**src/rtl/spram_req_ctrl.sv**
```systemverilog
// Request/response controller for a single-port byte-enable RAM: passes requests straight
// to the RAM and collects read data into a credit-limited response FIFO.
module spram_req_ctrl #(
    parameter int ADDR_WIDTH = 8,
    parameter int OUT_REGS   = 0,
    parameter int RSP_DEPTH  = 4
) (
    input  logic                  Clk_CI,
    input  logic                  Rst_RBI,
    input  logic                  ReqValid_SI,
    output logic                  ReqReady_SO,
    input  logic                  ReqWrEn_SI,
    input  logic [7:0]            ReqBEn_SI,
    input  logic [ADDR_WIDTH-1:0] ReqAddr_DI,
    input  logic [63:0]           ReqWrData_DI,
    output logic                  RspValid_SO,
    input  logic                  RspReady_SI,
    output logic [63:0]           RspData_DO,
    output logic                  RamCSel_SO,
    output logic                  RamWrEn_SO,
    output logic [7:0]            RamBEn_SO,
    output logic [ADDR_WIDTH-1:0] RamAddr_DO,
    output logic [63:0]           RamWrData_DO,
    input  logic [63:0]           RamRdData_DI
);
    localparam int LAT   = 1 + OUT_REGS;
    localparam int PTR_W = (RSP_DEPTH > 1) ? $clog2(RSP_DEPTH) : 1;
    localparam int CNT_W = $clog2(RSP_DEPTH + 1);

    logic             run;
    logic [CNT_W-1:0] credit;
    logic [LAT-1:0]   vld_p;
    logic [63:0]      mem [RSP_DEPTH];
    logic [PTR_W-1:0] wr_ptr;
    logic [PTR_W-1:0] rd_ptr;
    logic [CNT_W-1:0] count;
    logic             rsp_vld;
    logic [63:0]      rsp_data;

    logic fire, rd_fire, push, pop, load, take, bypass, store;

    function automatic logic [PTR_W-1:0] ptr_next(input logic [PTR_W-1:0] p);
        return (p == PTR_W'(RSP_DEPTH - 1)) ? '0 : p + 1'b1;
    endfunction

    // run holds ready low until the first edge after reset release
    assign ReqReady_SO  = run & (credit < CNT_W'(RSP_DEPTH));
    assign fire         = ReqValid_SI & ReqReady_SO;
    assign rd_fire      = fire & ~ReqWrEn_SI;
    assign RamCSel_SO   = fire;
    assign RamWrEn_SO   = fire & ReqWrEn_SI;
    assign RamBEn_SO    = ReqBEn_SI;
    assign RamAddr_DO   = ReqAddr_DI;
    assign RamWrData_DO = ReqWrData_DI;

    assign push   = vld_p[LAT-1];
    assign pop    = rsp_vld & RspReady_SI;
    assign load   = ~rsp_vld | pop;
    assign take   = load & (count != '0);
    // An empty FIFO lets returning RAM data go straight to the output register
    assign bypass = load & (count == '0) & push;
    assign store  = push & ~bypass;

    assign RspValid_SO = rsp_vld;
    assign RspData_DO  = rsp_data;

    always_ff @(posedge Clk_CI or negedge Rst_RBI) begin
        if (!Rst_RBI) begin
            run      <= 1'b0;
            credit   <= '0;
            vld_p    <= '0;
            wr_ptr   <= '0;
            rd_ptr   <= '0;
            count    <= '0;
            rsp_vld  <= 1'b0;
            rsp_data <= '0;
        end else begin
            run <= 1'b1;
            if (rd_fire && !pop) begin
                credit <= credit + 1'b1;
            end else if (!rd_fire && pop) begin
                credit <= credit - 1'b1;
            end
            vld_p[0] <= rd_fire;
            for (int i = 1; i < LAT; i++) begin
                vld_p[i] <= vld_p[i-1];
            end
            if (store) wr_ptr <= ptr_next(wr_ptr);
            if (take)  rd_ptr <= ptr_next(rd_ptr);
            if (store && !take) begin
                count <= count + 1'b1;
            end else if (take && !store) begin
                count <= count - 1'b1;
            end
            if (load) rsp_vld <= take | bypass;
            if (take) begin
                rsp_data <= mem[rd_ptr];
            end else if (bypass) begin
                rsp_data <= RamRdData_DI;
            end
        end
    end

    always_ff @(posedge Clk_CI) begin
        if (store) mem[wr_ptr] <= RamRdData_DI;
    end

    always_ff @(posedge Clk_CI) begin
        if (Rst_RBI) begin
            assert (RSP_DEPTH >= LAT + 1);
            assert (!(store && count == CNT_W'(RSP_DEPTH)));
        end
    end
endmodule

```
**config.mk**
```make
export PLATFORM = sky130hd
export DESIGN_NAME = spram_req_ctrl
export DESIGN_NICKNAME = d
export VERILOG_FILES = /design/src/rtl/spram_req_ctrl.sv
export SDC_FILE = /design/constraint.sdc
export NUM_CORES = 1
export LEC_CHECK = 0
export BUFFER_PORTS_ARGS = -buffer_cell sky130_fd_sc_hd__buf_4
export CORE_ASPECT_RATIO = 0.8
export CORE_MARGIN = 2
export CORE_UTILIZATION = 35
export DETAILED_ROUTE_END_ITERATION = 6
export SYNTH_ARGS = -nofsm -noshare
export SYNTH_HDL_FRONTEND = slang
export SYNTH_SLANG_ARGS = --single-unit
export TNS_END_PERCENT = 10
```
**constraint.sdc**
```tcl
create_clock -name Clk_CI -period 8.08 [get_ports Clk_CI]
set_input_delay 1.212 -clock Clk_CI [delete_from_list [all_inputs] [get_ports Clk_CI]]
set_output_delay 1.212 -clock Clk_CI [all_outputs]
set_load 0.05 [all_outputs]
```
==> results.yml, run 1 <==
run_status:
  status: "finished, final reports clean"
floorplan:
  fp.dieW_um: 226
  core_area_um2: 39100
  io_pins: 297
  initial_utilization_pct: 35.3
  rows: 65
  die-area_um2: 41000
  die_h_um: 182
final_layout:
  drive_gt1_share_pct: 30.2
  fin_util_pct: 40.4
  area_growth_pct: 14.7
  final_cell_mix: "edfxtp_1, buf_4, dfrtp_1, a31oi_1"
  nFillCells: 3564
  regArea_um2: 9620
  fin_nets: 1043
  insertedDiodeCount: 0
  final_common_cell: "edfxtp_1"
  multi_input_area_um2: 3250
logic_synthesis:
  yosys-top-cells-area: "edfxtp_1, dfrtp_1, mux4_2, buf_4, a31oi_1"
  synth_cells: 852
  synth_top_area_share_pct: 55.7
  async_flop_share_pct: 23.1
  yosys_warnings: 0
  syn_area_um2: 13800
  synth.largest_area_cell: "edfxtp_1"
  avgSynthCellArea_um2: 16.2
  synth.distinct_cells: 36
  synth_ff_type: "edfxtp_1"
  synth_edf_count: 256
  ys_seq_area_share_pct: 69.7
  syn-num-nets: 1009
  ys_ff_latch: 333
route:
  wl_per_cell_um: 22.5
  wirelength_um: 32600
  vias_per_cell: 5.22
  num_vias: 7558
  drtPass1Iterations: 5
  drc_errors: 0
  drtAntennaViolNets: 0
  drt_iter0_drc: 609
timing:
  fmax_ghz: 0.302
  slew_violations: 0
  hold_violations: 0
  rsz0062_at_grt: "no"
  fin_skew_ns: 0.0189
  slew-limit-headroom_pct: 31.1
  layout_min_cycle_time_ns: 3.32
  setup_violations: 0
  worst_pin_slew_ns: 1.03
  tns_ns: 0
  fin_crit_sh_pct: 41.0
critical_path:
  crit_arrival_ns: 3.44
  r2r_cells: 3
  critical-path-max-stage-delay_ns: 0.83
  reg2reg_to: "mem[3][43]"
  rr_startpoint: "RspValid_SO"
  cp_slowest_cell: "and2_4"
  start_kind: "input pin"
  crit_family: "simple AND/OR/NAND/NOR gates"
  crit_chain: "buf_4, nand2b_4, a21boi_1, and2_4"
  reg2reg_slack_ns: 5.19
  critPathMaxFanout: 73
  setup.worst_path.class: "input pin to register"
  endpoint_kind: "register"
  path_buf_inv: 1
  crit_required_ns: 8.21
global_routing:
  grt_antenna_before_repair: 0
  grt_max_degree: 74
  grt_pass1_wl_um: 49300
  grt_pass1_vias: 7723
  overflow: 0
  grt.total_usage_pct: 16.0
clocking:
  clockBufferDepth: 3
  cts_buffers: 34
  post-cts-setup-buffer-count: 0
  cts_tree: "done"
  clockRootBuffer: "clkbuf_16"
  cts.htree.levels: 2
  clk_latency_ns: 0.52
  cts.sinks: 333
  cts.hold.buffers_added: 0
  clk_pin_slew_ns: 0.07
  cts.repair.resized: 0
min_path:
  hold_depth: 1
  hold_path_class: "register to register"
  holdPathEnd: "credit[2]"
  min_from: "credit[2]"
place:
  gp_congestion: 0.714
  dp_hpwl_um: 19000
  io_buffer_count: 136
power:
  p_leak_uw: 0.00542
  p_per_area_nw_per_um2: 386
  ir_worst_vdd_uv: 228
run:
  max_cap_violations: 0
[worst reg2reg max path: cells and delay by family, from the launching register on]
kind | cells | cell delay, ns
AOI/OAI and AO/OA | 1 | 0.62
DFF | 1 | 0.45
and+or+nand+nor | 2 | 1.32
[kinds of logic (layout without fill, tap and decap cells)]
| family | after synthesis | after routing | synth area share [%] |
|---|---|---|---|
| buf+inv | 149 | 209 | 7.00 |
| xor+xnor | 5 | 5 | 0.318 |
| fa+ha+maj | 8 | 8 | 0.835 |
| compound gates | 197 | 197 | 7.84 |
| simple gates | 90 | 90 | 3.41 |
| mux | 69 | 69 | 10.9 |
| flops | 333 | 333 | 69.7 |
| other cells | 1 | 1 | 0.0272 |
[synthesized netlist by cell type, types with 2 or more instances]
| library cell | count |
|---|---|
| a21oi_1 | 64 |
| a31oi_1 | 65 |
| and2_1 | 5 |
| and3_1 | 2 |
| buf_1 | 3 |
| buf_2 | 21 |
| buf_4 | 81 |
| buf_6 | 10 |
| clkbuf_1 | 30 |
| dfrtp_1 | 77 |
| edfxtp_1 | 256 |
| fa_1 | 2 |
| ha_1 | 6 |
| inv_1 | 4 |
| mux2_2 | 5 |
| mux4_2 | 64 |
| nand2_1 | 3 |
| nand3_1 | 64 |
| nor2_1 | 5 |
| nor2b_1 | 3 |
| o21ai_0 | 64 |
| xnor2_1 | 3 |
| xor2_1 | 2 |
[state kept, by name, summed over array words and instances, names as in the netlist]
register	count
credit	3
push	1
count	3
run	1
RspData_DO	64
RspValid_SO	1
mem	256
rd_ptr	2
wr_ptr	2
[per-layer routing]
layer,vias to the layer above,wire (µm),global-route usage (%)
met3,79,1690,2.64
li1,3327,-,-
met4,0,1300,6.94
met5,-,0,0
met1,3907,14100,21.6
met2,245,15500,25.5
[how the worst max path moves through the flow]
stage / startpoint / endpoint / cells after the start
after floorplan: RspReady_SI / mem[0][0] / 4
after global placement: RspReady_SI / mem[2][39] / 4
after detailed placement: RspReady_SI / mem[1][43] / 4
after CTS: RspReady_SI / mem[1][20] / 4
after global routing: RspReady_SI / mem[1][31] / 4
final: RspReady_SI / mem[3][43] / 4
[stage by stage]
| step | power, µW | std cells | hold slack [ns] | instance area [µm²] | setup WS (ns) |
|---|---|---|---|---|---|
| finish | 6110 | 1448 | 0.471 | 15800 | 4.76 |
| global route | 6410 | 1448 | 0.493 | 15800 | 4.61 |
| CTS | 6180 | 1448 | 0.475 | 15800 | 4.76 |
| detailed placement | 4520 | 1386 | 0.464 | 14600 | 4.22 |
| global placement | 4490 | 1386 | 0.457 | 14600 | 4.29 |
| floorplan | 3990 | 852 | 0.442 | 13800 | 4.33 |
[layout make-up]
class | count | area share, %
Sequential cell | 333 | 60.8
Multi-Input combinational cell | 370 | 20.6
Timing Repair Buffer | 143 | 6.79
Clock buffer | 49 | 6.45
Tap cell | 536 | 4.24
Clock inverter | 13 | 1.04
Inverter | 4 | 0.0949
[power by group]
group          internal [µW]  leakage (µW)  switching [µW]
registers               2100       0.00318             285
logic                    765       0.00167            1310
clock network           1010      0.000575             643
Power figures use the tool's default switching activity.
==> inputs of run 2 (changes only) <==
--- a/config.mk
+++ b/config.mk
@@ -5,6 +5,7 @@
 export SDC_FILE = /design/constraint.sdc
 export NUM_CORES = 1
 export LEC_CHECK = 0
+export ABC_AREA = 1
 export BUFFER_PORTS_ARGS = -buffer_cell sky130_fd_sc_hd__buf_4
 export CORE_ASPECT_RATIO = 0.8
 export CORE_MARGIN = 2
==> constraint.sdc (replaced) <==
create_clock -name Clk_CI -period 3.35 [get_ports Clk_CI]
set_input_delay 0.5025 -clock Clk_CI [delete_from_list [all_inputs] [get_ports Clk_CI]]
set_output_delay 0.5025 -clock Clk_CI [all_outputs]
set_load 0.05 [all_outputs]
==> results.yml, run 2 <==
final_layout:
  fin_util_pct: 40.8
  area_growth_pct: 14.7
  largest_register: "mem"
  drive_gt1_share_pct: 15.3
  final_area_um2: 16700
  largest_reg_flops: 256
  regArea_um2: 9620
  final_common_cell: "nand2_1"
  nFillCells: 3921
  fin_nets: 1590
  final_cell_mix: "nand2_1, edfxtp_1, buf_4, inv_1, dfrtp_1"
  multi_input_area_um2: 3680
logic_synthesis:
  synth_edf_count: 256
  synth.largest_area_cell: "edfxtp_1"
  syn_area_um2: 14600
  synth_cells: 1397
  synth.distinct_cells: 25
  yosys-top-cells-area: "edfxtp_1, nand2_1, dfrtp_1, buf_4, o211ai_1"
  avgSynthCellArea_um2: 10.4
  ys_ff_latch: 333
  synth_top_area_share_pct: 52.8
  async_flop_share_pct: 23.1
  yosysMostFrequentCell: "nand2_1"
  synth_ff_type: "edfxtp_1"
  yosys_warnings: 0
  synth_common_cells: "nand2_1, edfxtp_1, buf_4"
  ys_seq_area_share_pct: 66.0
  syn-num-nets: 1554
global_routing:
  grt_pass1_wl_um: 54600
  grt_antenna_before_repair: 1
  grt_pass1_vias: 9416
  overflow: 0
  grt_max_degree: 195
  grt.total_usage_pct: 16.2
power:
  clkPwrFrac_pct: 25.0
  power.switching_uw: 6450
  pwr-share-seq_pct: 34.6
  p_per_area_nw_per_um2: 936
  pwr-share-comb_pct: 40.4
  ir_worst_vdd_uv: 919
  p_leak_uw: 0.00695
  netSwitchingFraction_pct: 41.3
  p_int_uw: 9180
critical_path:
  crit_arrival_ns: 2.46
  endpoint_kind: "register"
  critPathMaxFanout: 36
  start_kind: "register"
  setup.worst_path.class: "register to register"
  crit_required_ns: 3.50
clocking:
  clk_pin_slew_ns: 0.06
  clk_latency_ns: 0.52
  cts.htree.levels: 2
  clockRootBuffer: "clkbuf_16"
  post-cts-setup-buffer-count: 0
  clockBufferDepth: 3
  cts_buffers: 37
  cts.hold.buffers_added: 0
  cts.sinks: 333
  cts_tree: "done"
  cts.repair.resized: 0
run:
  max_cap_violations: 0
timing:
  slew_violations: 0
  worst_pin_slew_ns: 0.921
  tns_ns: 0
  setup_violations: 0
  fin_skew_ns: 0.0248
  slew-limit-headroom_pct: 38.6
  layout_min_cycle_time_ns: 2.31
  hold_violations: 0
  fmax_ghz: 0.433
  rsz0062_at_grt: "no"
  fin_crit_sh_pct: 68.9
run_status:
  status: "finished, final reports clean"
floorplan:
  fp.dieW_um: 232
  die_h_um: 186
  core_area_um2: 40900
  rows: 66
  io_pins: 297
  initial_utilization_pct: 35.6
  die-area_um2: 43300
route:
  route.layer.met1.wl_um: 16200
  num_vias: 9459
  vias_per_cell: 4.71
  wl_met3_um: 1920
  wirelength_um: 35000
  wl_per_cell_um: 17.4
  drtAntennaViolNets: 0
  dr_wl_met2_um: 15800
  drt_iter0_drc: 689
  drtPass1Iterations: 7
  drc_errors: 0
  top_layer: "met4"
place:
  dp_hpwl_um: 20000
  io_buffer_count: 136
  place_area_um2: 15500
  gp_congestion: 0.732
min_path:
  hold_path_class: "input pin to async pin"
[run 2: cell count changes after synthesis, moves of 24 or more]
cell / previous run / this run
buf_2: 21 / 45
nor2_1: 5 / 73
nand2_1: 3 / 529
inv_1: 4 / 81
o211ai_1: 0 / 64
mux4_2: 64 / 0
o21ai_0: 64 / 4
a31oi_1: 65 / 0
[run 2: cells by family (layout without fill, tap and decap cells)]
group | after synthesis | count (layout) | share of synthesized area, %
buffers and inverters | 241 | 306 | 9.00
DFF | 333 | 333 | 66.0
and+or+nand+nor | 675 | 675 | 18.1
xor gates and xnor gates | 3 | 3 | 0.181
AOI/OAI and AO/OA | 135 | 135 | 5.78
muxes | 1 | 1 | 0.0773
other | 1 | 2 | 0.0258
adders and majority gates | 8 | 8 | 0.791
[run 2: power groups by stage]
stage | sequential (µW) | clock, µW | combinational [µW]
2_1_floorplan | 6830 | 0 | 3410
3_3_place_gp | 5490 | 0 | 6310
3_5_place_dp | 5490 | 0 | 6390
4_1_cts | 5420 | 4010 | 6410
5_1_grt | 5480 | 4180 | 6970
6_report | 5410 | 3900 | 6310
[run 2: stage by stage]
step	hold WS [ns]	cells	power, µW	worst slack, ns
finish	0.109	2007	15600	1.04
global route	0.164	2007	16600	0.910
CTS	0.133	2006	15800	1.01
detailed placement	0.466	1938	11900	1.01
global placement	0.467	1938	11800	1.06
floorplan	0.207	1397	10200	-1.04
[run 2: cell type report]
type / instances / share of cell area (%)
Antenna cell: 1 / 0.0150
Clock buffer: 50 / 6.27
Clock inverter: 18 / 0.735
Inverter: 83 / 1.87
Multi-Input combinational cell: 823 / 22.1
Sequential cell: 333 / 57.6
Tap cell: 544 / 4.08
Timing Repair Buffer: 155 / 7.35
[run 2: worst max-delay path: stages, from the launching register on]
cell and delay (ns):
dfrtp_1 0.40, nor2_1 0.10, nand2_4 0.31, inv_2 0.10, nand2_1 0.08, nand2_1 0.26
nor2_4 0.18, buf_4 0.50
[run 2: routing by layer]
metal	vias up	track usage, %
li1	4615	-
met1	4542	22.3
met2	238	25.5
met3	64	3.38
met4	0	5.67
met5	-	0
[run 2: final timing paths]
check                           slack [ns]             end  cells after the start        from
worst min register to register        0.47       credit[2]                      1   credit[2]
worst max register to register        1.04      mem[3][28]                      7    count[0]
max in group asynchronous             2.42  RspData_DO[24]                      2     Rst_RBI
worst min-delay path                  0.11  RspData_DO[47]                      1     Rst_RBI
min in group Clk_CI                   0.17            push                      2  ReqWrEn_SI
worst max-delay path                  1.04      mem[3][28]                      7    count[0]
